[src/rtl/mem1_stage.sv]
// mem1_stage: first memory stage. Registers the execute-stage outputs and
// checks load/store alignment. It issues one data-cache request per memory
// instruction and stalls upstream until that request is accepted. It passes
// results and exceptions on to memory2 and drives a forwarding request back
// to decode.
// Optional build macro MEM1_PERF_CNT_EN adds three load, store and wait-cycle
// performance counters.
// Handshake: a dcache request transfers on a cycle where dc_req_valid and
// dc_req_ready are both high. Once valid is raised, addr/wr/wstrb/wdata stay
// stable until that transfer. The only exception is flush_i, which withdraws
// valid in the same cycle.
module mem1_stage #(
  parameter logic [5:0] ECODE_ALE = 6'h09
) (
  input  logic        clk,
  input  logic        rst_n,
  input  logic        flush_i,
  input  logic        stall_i,
  output logic        stall_o,
  input  logic        in_valid,
  input  logic [31:0] in_pc,
  input  logic [31:0] in_ex_out,
  input  logic [31:0] in_rkd_data,
  input  logic [4:0]  in_rd,
  input  logic        in_is_wr_rd,
  input  logic        in_is_mem,
  input  logic        in_is_store,
  input  logic        in_is_signed,
  input  logic [1:0]  in_byte_type,
  input  logic        in_excp_valid,
  input  logic [5:0]  in_excp_ecode,
  output logic        dc_req_valid,
  input  logic        dc_req_ready,
  output logic [31:0] dc_req_addr,
  output logic        dc_req_wr,
  output logic [3:0]  dc_req_wstrb,
  output logic [31:0] dc_req_wdata,
  output logic        out_valid,
  output logic [31:0] out_pc,
  output logic [31:0] out_ex_out,
  output logic [4:0]  out_rd,
  output logic        out_is_wr_rd,
  output logic        out_is_mem,
  output logic        out_is_store,
  output logic        out_is_signed,
  output logic [1:0]  out_byte_type,
  output logic [1:0]  out_byte_off,
  output logic        out_excp_valid,
  output logic [5:0]  out_excp_ecode,
  output logic [31:0] out_excp_badv,
  output logic        fwd_valid,
  output logic [4:0]  fwd_idx,
  output logic [31:0] fwd_data,
  output logic        fwd_data_valid,
  output logic [1:0]  dbg_state_o
`ifdef MEM1_PERF_CNT_EN
  ,
  output logic [31:0] perf_ld_cnt,
  output logic [31:0] perf_st_cnt,
  output logic [31:0] perf_wait_cnt
`endif
);

  typedef enum logic [1:0] {
    S_IDLE   = 2'd0,
    S_WAIT   = 2'd1,
    S_ISSUED = 2'd2
  } state_e;

  state_e      state_q, state_d;
  logic        valid_q, is_wr_rd_q, is_mem_q, is_store_q, is_signed_q, excp_q;
  logic [31:0] pc_q, ex_out_q, rkd_q;
  logic [4:0]  rd_q;
  logic [1:0]  byte_type_q;
  logic [5:0]  ecode_q;

  logic load_en, is_half, is_word, ale, mem_do, hs, mem_stall;

  // Stage register: captures execute outputs whenever the stage can advance or is flushed.
  always_ff @(posedge clk) begin
    if (!rst_n) begin
      valid_q     <= 1'b0;
      pc_q        <= '0;
      ex_out_q    <= '0;
      rkd_q       <= '0;
      rd_q        <= '0;
      is_wr_rd_q  <= 1'b0;
      is_mem_q    <= 1'b0;
      is_store_q  <= 1'b0;
      is_signed_q <= 1'b0;
      byte_type_q <= '0;
      excp_q      <= 1'b0;
      ecode_q     <= '0;
    end else if (load_en) begin
      valid_q     <= in_valid;
      pc_q        <= in_pc;
      ex_out_q    <= in_ex_out;
      rkd_q       <= in_rkd_data;
      rd_q        <= in_rd;
      is_wr_rd_q  <= in_is_wr_rd;
      is_mem_q    <= in_is_mem;
      is_store_q  <= in_is_store;
      is_signed_q <= in_is_signed;
      byte_type_q <= in_byte_type;
      excp_q      <= in_excp_valid;
      ecode_q     <= in_excp_ecode;
    end
  end

  // Alignment, request gating and stall generation.
  always_comb begin
    is_half      = (byte_type_q == 2'd1);
    is_word      = byte_type_q[1];  // type 3 is reserved and treated as word
    ale          = valid_q & is_mem_q & ~excp_q &
                   ((is_half & ex_out_q[0]) | (is_word & (ex_out_q[1:0] != 2'b00)));
    mem_do       = valid_q & is_mem_q & ~excp_q & ~ale;
    dc_req_valid = mem_do & ~flush_i & (state_q != S_ISSUED);
    hs           = dc_req_valid & dc_req_ready;
    mem_stall    = mem_do & (state_q != S_ISSUED) & ~hs;
    stall_o      = stall_i | mem_stall;
    load_en      = ~stall_o | flush_i;
    out_valid    = valid_q & ~stall_o & ~flush_i;
  end

  // Request payload: byte enables are shifted by the address offset, and write data is replicated across lanes.
  always_comb begin
    dc_req_addr  = ex_out_q;
    dc_req_wr    = is_store_q;
    dc_req_wstrb = 4'b0000;
    dc_req_wdata = rkd_q;
    if (valid_q & is_mem_q) begin
      unique case (byte_type_q)
        2'd0:    dc_req_wstrb = 4'b0001 << ex_out_q[1:0];
        2'd1:    dc_req_wstrb = 4'b0011 << ex_out_q[1:0];
        default: dc_req_wstrb = 4'b1111;
      endcase
    end
    unique case (byte_type_q)
      2'd0:    dc_req_wdata = {4{rkd_q[7:0]}};
      2'd1:    dc_req_wdata = {2{rkd_q[15:0]}};
      default: dc_req_wdata = rkd_q;
    endcase
  end

  // Request FSM state register.
  always_ff @(posedge clk) begin
    if (!rst_n) state_q <= S_IDLE;
    else        state_q <= state_d;
  end

  // Next state: ISSUED blocks a second request while downstream still holds the instruction.
  always_comb begin
    state_d = state_q;
    if (flush_i) begin
      state_d = S_IDLE;
    end else begin
      unique case (state_q)
        S_IDLE: begin
          if (mem_do) begin
            if (dc_req_ready) state_d = stall_i ? S_ISSUED : S_IDLE;
            else              state_d = S_WAIT;
          end
        end
        S_WAIT: begin
          if (!mem_do)           state_d = S_IDLE;
          else if (dc_req_ready) state_d = stall_i ? S_ISSUED : S_IDLE;
        end
        S_ISSUED: begin
          if (!stall_i) state_d = S_IDLE;
        end
        default: state_d = S_IDLE;
      endcase
    end
  end

  assign dbg_state_o = state_q;

  // Pass-through, exception and forwarding outputs.
  always_comb begin
    out_pc         = pc_q;
    out_ex_out     = ex_out_q;
    out_rd         = rd_q;
    out_is_wr_rd   = is_wr_rd_q;
    out_is_mem     = is_mem_q;
    out_is_store   = is_store_q;
    out_is_signed  = is_signed_q;
    out_byte_type  = byte_type_q;
    out_byte_off   = ex_out_q[1:0];
    out_excp_valid = (excp_q | ale) & out_valid;
    // An earlier-stage exception takes priority over a misaligned access.
    out_excp_ecode = out_excp_valid ? (excp_q ? ecode_q : ECODE_ALE) : 6'h00;
    out_excp_badv  = ale ? ex_out_q : 32'h0;
    fwd_valid      = valid_q & is_wr_rd_q & (rd_q != 5'd0) & ~excp_q & ~ale;
    fwd_idx        = rd_q;
    fwd_data       = ex_out_q;
    // Load data has not returned yet, so only non-load results can be forwarded.
    fwd_data_valid = valid_q & ~(is_mem_q & ~is_store_q);
  end

`ifdef MEM1_PERF_CNT_EN
  // Wrapping counters for load and store handshakes and for cycles spent waiting on the cache.
  always_ff @(posedge clk) begin
    if (!rst_n) begin
      perf_ld_cnt   <= '0;
      perf_st_cnt   <= '0;
      perf_wait_cnt <= '0;
    end else begin
      if (hs & ~is_store_q)     perf_ld_cnt   <= perf_ld_cnt + 32'd1;
      if (hs & is_store_q)      perf_st_cnt   <= perf_st_cnt + 32'd1;
      if (state_q == S_WAIT)    perf_wait_cnt <= perf_wait_cnt + 32'd1;
    end
  end
`endif

endmodule

[config.mk]
export PLATFORM = sky130hd
export DESIGN_NAME = mem1_stage
export DESIGN_NICKNAME = d
export VERILOG_FILES = /design/src/rtl/mem1_stage.sv
export SDC_FILE = /design/constraint.sdc
export NUM_CORES = 1
export LEC_CHECK = 0
export CELL_PAD_IN_SITES_DETAIL_PLACEMENT = 1
export CELL_PAD_IN_SITES_GLOBAL_PLACEMENT = 1
export CORE_AREA = 2 2 198 122
export CTS_CLUSTER_DIAMETER = 150
export CTS_CLUSTER_SIZE = 30
export DETAILED_ROUTE_END_ITERATION = 10
export DIE_AREA = 0 0 200 124
export PLACE_DENSITY = 0.92
export SYNTH_ARGS = -nofsm -noshare
export SYNTH_HDL_FRONTEND = slang
export SYNTH_SLANG_ARGS = --single-unit
[constraint.sdc]
create_clock -name clk -period 1.9 [get_ports clk]
set_input_delay 0.38 -clock clk [delete_from_list [all_inputs] [get_ports clk]]
set_output_delay 0.38 -clock clk [all_outputs]
set_load 0.005 [all_outputs]
Yosys cells after proc, flatten, opt, wreduce, memory -nomap -nowiden
Cells that the tools add are included.
- reductions and logical operators: 6
- equality and inequality tests: 7
- muxes and demuxes: 13
- bitwise logic cells: 32
- shift-type cells: 2
- operator list (operator ; number):
    $pmux W32 S2 ; 1
    $mux W32 ; 1
    $and A1 B1 Y1 ; 20
    $mux W2 ; 6
    $mux W6 ; 2
    $not A1 Y1 ; 8
    $pmux W4 S2 ; 1
    $ne A2 B2 Y1 const B ; 3
    $pmux W2 S3 ; 1
    $reduce_bool A5 Y1 ; 1
    $eq A2 B1 Y1 const B ; 2
    $logic_not A2 Y1 ; 2
    $mux W4 ; 1
    $or A1 B1 Y1 ; 4
    $shl A1 B2 Y4 const A ; 1
    $shl A2 B2 Y4 const A ; 1
    $ne A3 B3 Y1 const B ; 1
    $reduce_and A3 Y1 ; 1
    $eq A2 B2 Y1 const B ; 1
    $reduce_bool A2 Y1 ; 1
    $reduce_or A2 Y1 ; 1
- word-level logic and storage cells: 73
- input bits: 120
- flip-flop bits (word level): 117
- output and inout bits: 229

Depth between registers and ports, before layout
Gate-level depths: netlist (run 1).
- word-level depth: 17
- mapped depth: 9
- depth with buffers taken out: 4

Least setup slack after synthesis (run 1)
No wires, ideal clock.
- kind: reg-to-output
- start point: register byte_type_q[1] (netlist: out_byte_type[1])
- end point: output port out_excp_badv[22]
- path buffers: 3
- slack: 0.021 ns
- stages on the path, launching flop included: 7
- arrival time: 1.499 ns
- path through: dfxtp_1 -> buf_2 -> nor2_1 -> buf_2 -> nor2_1 -> clkbuf_1 -> and3_1
- longest elaborated chain between the ends: 5
- elaborated cells between the ends (all ways): 6
- ends and longest elaborated chain (element ; line ; source):
    start, declared ; 74 ; logic [1:0] byte_type_q;
    start signal, assigned ; 104 ; byte_type_q <= in_byte_type;
    $eq A2 B1 Y1 ; 112 ; is_half = (byte_type_q == 2'd1);
    $and A1 B1 Y1 ; 115 ; ((is_half & ex_out_q[0]) | (is_word & (ex_out_q[1:0] != 2'b00)));
    $or A1 B1 Y1 (*) ; 115 ;
    $and A1 B1 Y1 (*) ; 114 ; ale = valid_q & is_mem_q & ~excp_q &
    $mux W32 (*) ; 192 ; out_excp_badv = ale ? ex_out_q : 32'h0;
    end, declared ; 50 ; output logic [31:0] out_excp_badv,
Mark *: on every way between the ends. The rest lies on a longest branch, timed or not.

Worst setup path in the final report (run 1)
- start point: register byte_type_q[0] (netlist: out_byte_type[0])
- end point: output port out_excp_badv[27]
- longest elaborated chain between the ends: 5
- ends and longest elaborated chain (element ; line):
    $eq A2 B1 Y1 ; 112
    $and A1 B1 Y1 ; 115
    $or A1 B1 Y1 ; 115
    $and A1 B1 Y1 ; 114
    $mux W32 ; 192
No other way between the ends.

==> results by group, run 1 <==
Place
  – GP Congestion: 0.805
  – Post-DP HPWL: 19200 um
  – Dpl ws: -0.457 ns
  – DP Area: 9550 sq um
  – Port buffer count: 348

STA
  – Setup slack after layout: -0.254 ns
  – Max Clock Freq: 464 MHz
  – Slew Limit Fails: 0
  – Hold Fails Final Rpt: 0
  – Min cycle time layout: 2.15 ns
  – Unrepaired setup endpoints after global routing: true
  – Tcrit/Tclk final: 1.13
  – Worst Tran Pin Value: 0.274 ns
  – Setup total negative slack: -16.44 ns
  – Rel. slew slack: 0.815
  – Setup Skew: 0.0148 ns
  – Final setup vio count: 176
  – Final hold slack: 0.300 ns

Routing
  – Post-route DRC: 0
  – Wire length per cell: 20.7 um
  – Via density: 4.55
  – 1st-pass router iterations: 4
  – Antenna Nets Post-Route: 0
  – Via count: 6323
  – Final wirelength: 28800 um
  – Drt first-iter violations: 191

Clock network
  – Root buf cell: clkbuf_16
  – Maximum buffer depth of the clock tree: 2
  – Clk sinks: 117
  – CTS tree: done
  – Worst-path clk slew: 0.06 ns
  – Htree depth: 4
  – Worst skew pair latency: 0.43 ns
  – Cts bufs inserted: 17

Layout
  – Layout cells sized above 1: 0.267
  – Most frequent cells in the layout: clkdlybuf4s50_1, nand2_1, mux2i_1
  – Fin area: 11300 sq um
  – Area delta synth->final: 85.2%
  – Commonest non-fill, non-tap cell in the layout: clkdlybuf4s50_1
  – Final #Nets: 1181
  – Util after Layout: 0.495

GRT
  – Largest net degree at the start of global routing: 63
  – Grt met3 use: 0.0755
  – GRT met1 Usage: 0.234
  – Vias in the first global route: 6569
  – GRT busiest layer: met2
  – Global-route wire length before repair: 39000 um
  – Met2 Use GR: 0.387
  – Remaining global-route overflow: 0
  – Global-route usage over all layers: 0.215
  – Antenna violations before repair: 1

Synthesis
  – Post-Syn Area: 6110 sq um
  – Post-synthesis register bit count: 117
  – Yosys cell types: 30
  – Yosys warns: 0
  – Post-Syn Instances: 717
  – Syn nets: 837
  – Sequential fraction of the synthesis area: 0.383
  – Syn avg cell area: 8.52 sq um

Pwr
  – Pwr Density: 719 nW/um^2
  – Worst vdd ir: 0.000636 V
  – Leakage: 4.80 nW

Floorplan
  – Core ar.: 22900 sq um
  – Placement Rows: 43
  – Die X: 200 um
  – Die area: 24800 sq um
  – Initial Util: 0.267
  – DIE HEIGHT: 124 um
  – IO Pins: 349

Setup path
  – CP max-delay cell: dfxtp_4
  – Critical Path AT: 1.77 ns
  – WP data required: 1.52 ns
  – CP Launch Type: register
  – CP endpoint kind: output port
  – CP cell instances: nor2_4, buf_6, nor2_4, buf_6, buf_12, buf_8, and3_1, buf_2
  – Setup CP Type: reg2out
  – Top delay family on crit path: buffers and inverters
  – Worst path max stage delay: 0.39 ns
  – Buffers plus inverters on the worst setup path: 5
  – Critical Path Fanout Max: 10

Job
  – Max-cap violations: 0

Run status
  – Failing checks: negative setup slack
  – Status: finished with violations

Worst hold path
  – Hold Path Class: in2reg
[where the power goes]
part	leakage, nW	internal, mW	switching (mW)
clock	0.292	2.13	1.25
combinational	3.53	1.20	0.757
sequential	0.974	2.63	0.174
[cell usage after synthesis]
cell / n / area share
nand4b_1: 1 / 0.0014
dfxtp_1: 117 / 0.38
o21bai_1: 1 / 0.0012
buf_1: 1 / 0.00061
nand2b_1: 1 / 0.0010
and3_1: 36 / 0.037
o2111ai_1: 1 / 0.0014
nand3_1: 1 / 0.00082
or2_1: 1 / 0.0010
a31oi_1: 1 / 0.0010
mux2_2: 16 / 0.029
and2_1: 1 / 0.0010
a21boi_0: 1 / 0.0012
nand2_1: 244 / 0.15
o31ai_2: 1 / 0.0020
nor4b_1: 1 / 0.0014
clkbuf_1: 34 / 0.021
nand3b_1: 1 / 0.0012
or4_1: 1 / 0.0012
buf_12: 6 / 0.020
o21ai_0: 9 / 0.0074
buf_2: 3 / 0.0025
mux2i_1: 123 / 0.20
a21oi_1: 11 / 0.0090
and3b_1: 1 / 0.0014
buf_4: 88 / 0.11
nor2_1: 7 / 0.0043
or2_2: 2 / 0.0020
inv_1: 5 / 0.0031
o211ai_4: 1 / 0.0035
[per-stage QoR]
stage                     std cells  power (mW)
after floorplan                 717        3.48
after global placement         1299        4.37
after detailed placement       1299        4.43
after CTS                      1372        8.04
after global routing           1389        8.47
final                          1390        8.13
[state kept, by name (all words and copies together), names as in the netlist, 2 cells and up]
name / count
dbg_state_o: 2
dc_req_addr: 32
ecode_q: 6
fwd_idx: 5
out_byte_type: 2
out_pc: 32
rkd_q: 32
[logic make-up after synthesis]
logic type             share of synthesized area
and+or+nand+nor                            0.204
muxes                                      0.231
buffers and inverters                      0.155
DFF                                        0.383
AOI/OAI and AO/OA                         0.0268
[tightest hold or removal path: stages]
cell and delay, ns:
buf_6 0.15, nand2_1 0.08, mux2i_1 0.06
[metal layers]
layer  routed length [um]  vias up
met3                 2360       42
li1                     -     2965
met1                11300     3079
met4                  524        0
met5                    0        -
met2                14700      237
[area by class of cell]
class	instances	area [sq um]
multi-input combinational	463	3210
clock inverter	12	154
antenna	1	2.50
clock buffer	20	457
sequential	117	2360
timing repair buffer	457	4720
inverter	5	18.8
tap	315	394
fill	2554	11600
[final timing paths]
path / startpoint / end / slack [ns] / cells past startpoint
max: out_byte_type[0]$_SDFFE_PN0P_ / out_excp_badv[27] / -0.25 / 8
min: rst_n / rkd_q[3]$_SDFFE_PN0P_ / 0.30 / 3
max reg2reg: excp_q$_SDFFE_PN0P_ / out_pc[4]$_SDFFE_PN0P_ / -0.13 / 9
min reg2reg: out_pc[6]$_SDFFE_PN0P_ / out_pc[6]$_SDFFE_PN0P_ / 0.46 / 2
[what timing repair did]
| action | CTS | global route |
|---|---|---|
| gates cloned | 7 | 10 |
| setup buffers | 35 | 16 |
| resized for setup | 419 | 72 |
| hold buffers | 0 | 0 |
| setup endpoints to repair | 83 | 98 |
| pin swaps | 18 | 10 |
Note: power is estimated with default switching activity, not from simulation.
==> run 2, diff against run 1 <==
Settings changed: MAX_ROUTING_LAYER set to met4.
==> run 2 against run 1 <==
  * The flow still finishes with violations (negative setup slack)
  * Core utilization barely moved
  * Critical path type unchanged
  * Worst hold slack barely moved
  * Final area barely moved
  * Clock power barely moved
  * Register-to-register slack barely moved
  * Wire length barely moved
==> results by group, run 2 (synthesis gave the netlist of run 1 again) <==
Routing
  – Antenna Nets Post-Route: 0
  – Via count: 6333
  – Wire length per cell: 20.7 um
  – Final wirelength: 28800 um
  – Post-route DRC: 0
  – Drt first-iter violations: 138
  – Via density: 4.56
  – 1st-pass router iterations: 4

Pwr
  – Post-layout power: 8.15 mW
  – Combinational Power Share: 0.240
  – Pwr Density: 720 nW/um^2
  – Switching power: 2.19 mW
  – Power share of the sequential group: 0.344
  – Leakage: 4.80 nW
  – Clk network pwr share: 0.416
  – Switching Fraction: 0.269
  – Internal power: 5.95 mW
  – Worst vdd ir: 0.000640 V

Floorplan
  – Core ar.: 22900 sq um
  – IO Pins: 349
  – Die X: 200 um
  – DIE HEIGHT: 124 um
  – Placement Rows: 43
  – Die area: 24800 sq um
  – Initial Util: 0.267

GRT
  – Antenna violations before repair: 1
  – Vias in the first global route: 6559
  – Met2 Use GR: 0.386
  – Global-route usage over all layers: 0.222
  – Largest net degree at the start of global routing: 63
  – Remaining global-route overflow: 0
  – GRT busiest layer: met2
  – GRT met1 Usage: 0.238
  – Grt met3 use: 0.0753
  – Global-route wire length before repair: 39100 um

Layout
  – Commonest non-fill, non-tap cell in the layout: clkdlybuf4s50_1
  – Layout cells sized above 1: 0.269
  – Util after Layout: 0.495
  – Area delta synth->final: 85.3%
  – Most frequent cells in the layout: clkdlybuf4s50_1, nand2_1, mux2i_1
  – Final #Nets: 1181

STA
  – Hold Fails Final Rpt: 0
  – Max Clock Freq: 462 MHz
  – Final setup vio count: 178
  – Worst Tran Pin Value: 0.278 ns
  – Slew Limit Fails: 0
  – Unrepaired setup endpoints after global routing: true
  – Setup Skew: 0.0113 ns
  – Min cycle time layout: 2.16 ns
  – Setup slack after layout: -0.264 ns
  – Tcrit/Tclk final: 1.14
  – Rel. slew slack: 0.812

Clock network
  – Htree depth: 4
  – Worst-path clk slew: 0.06 ns
  – Maximum buffer depth of the clock tree: 2
  – Cts bufs inserted: 17
  – CTS Hold Bufs: 0
  – Worst skew pair latency: 0.43 ns
  – Clk sinks: 117
  – Root buf cell: clkbuf_16
  – CTS tree: done

Worst hold path
  – Hold Startpoint: rst_n
  – Hold depth: 3
  – Hold path endpoint: rkd_q[3]$_SDFFE_PN0P_
  – Hold Path Class: in2reg

Setup path
  – Setup CP Type: reg2out
  – WP data required: 1.52 ns
  – Reg2Reg Depth: 9
  – Critical Path AT: 1.78 ns
  – CP Launch Type: register
  – FF-to-FF End: dc_req_addr[8]$_SDFFE_PN0P_
  – Launch point of the worst reg-to-reg path: excp_q$_SDFFE_PN0P_
  – CP endpoint kind: output port
  – R2R setup slack: -0.14 ns
  – Critical Path Fanout Max: 10

Place
  – GP Congestion: 0.817
  – Post-DP HPWL: 19200 um
  – Port buffer count: 348

Run status
  – Failing checks: negative setup slack
  – Status: finished with violations

Job
  – Max-cap violations: 0
[run 2: changes by cell type in the layout (fill, tap and decap cells not counted), sizes merged]
cell / delta
dlygate4sd2: -1
clkdlybuf4s15: +1
[run 2: routing by layer]
layer / routed length [um] / part of all wire
met1: 11500 / 0.40
met5: 0 / 0
met2: 14600 / 0.51
met3: 2100 / 0.073
met4: 593 / 0.021
[run 2: final cells by class]
| cell class | count | area [sq um] |
|---|---|---|
| Clock inverter | 12 | 154 |
| Antenna cell | 1 | 2.50 |
| Timing Repair Buffer | 457 | 4720 |
| Sequential cell | 117 | 2360 |
| Clock buffer | 20 | 457 |
| Tap cell | 315 | 394 |
| Multi-Input combinational cell | 463 | 3210 |
| Fill cell | 2554 | 11500 |
| Inverter | 5 | 18.8 |
[run 2: what timing repair did]
item                                    in CTS  in global routing
buffers inserted                            35                 16
endpoints found under the setup margin      83                101
pin swaps                                   18                 10
gates resized for setup                    419                 75
gates cloned                                 7                 10
[run 2: stage by stage]
stage	TNS [ns]	hold slack [ns]	setup slack [ns]	cells	area [sq um]
after global placement	-16.67	0.440	-0.417	1299	9550
after floorplan	0	0.434	0.0212	717	6110
after CTS	-8.30	0.275	-0.223	1372	10800
final	-17.93	0.300	-0.264	1390	11300
after global routing	-28.50	0.292	-0.338	1390	11300
after detailed placement	-24.92	0.455	-0.457	1299	9550
[run 2: worst max-delay path: stages, from the launching register on]
cell and delay (ns):
dfxtp_4 0.40, nor2_4 0.06, buf_6 0.12, nor2_4 0.16, buf_6 0.13, buf_12 0.10
buf_8 0.12, and3_1 0.15, buf_2 0.11
[run 2: how the worst max path moves through the flow]
| stage | startpoint | to | slack [ns] |
|---|---|---|---|
| detailed placement | stall_i | out_excp_ecode[5] | -0.46 |
| finish | out_byte_type[0]$_SDFFE_PN0P_ | out_excp_badv[27] | -0.26 |
| global placement | stall_i | out_excp_ecode[5] | -0.42 |
| floorplan | out_byte_type[1]$_SDFFE_PN0P_ | out_excp_badv[22] | 0.02 |
| CTS | out_byte_type[0]$_SDFFE_PN0P_ | out_excp_badv[20] | -0.22 |
| global route | out_byte_type[0]$_SDFFE_PN0P_ | out_excp_badv[28] | -0.34 |
[run 2: power by group through the flow]
stage / logic (mW) / registers [mW] / clock network (mW)
detailed placement: 1.59 / 2.83 / 0
CTS: 1.81 / 2.80 / 3.44
global placement: 1.55 / 2.82 / 0
global route: 2.07 / 2.82 / 3.58
floorplan: 0.683 / 2.80 / 0
finish: 1.95 / 2.80 / 3.39
==> run 3, diff against run 2 <==
Settings changed: CTS_CLUSTER_SIZE 30 to 20.
==> results of run 3 <==
Final layout, timing and power as in run 2 (identical DEF).
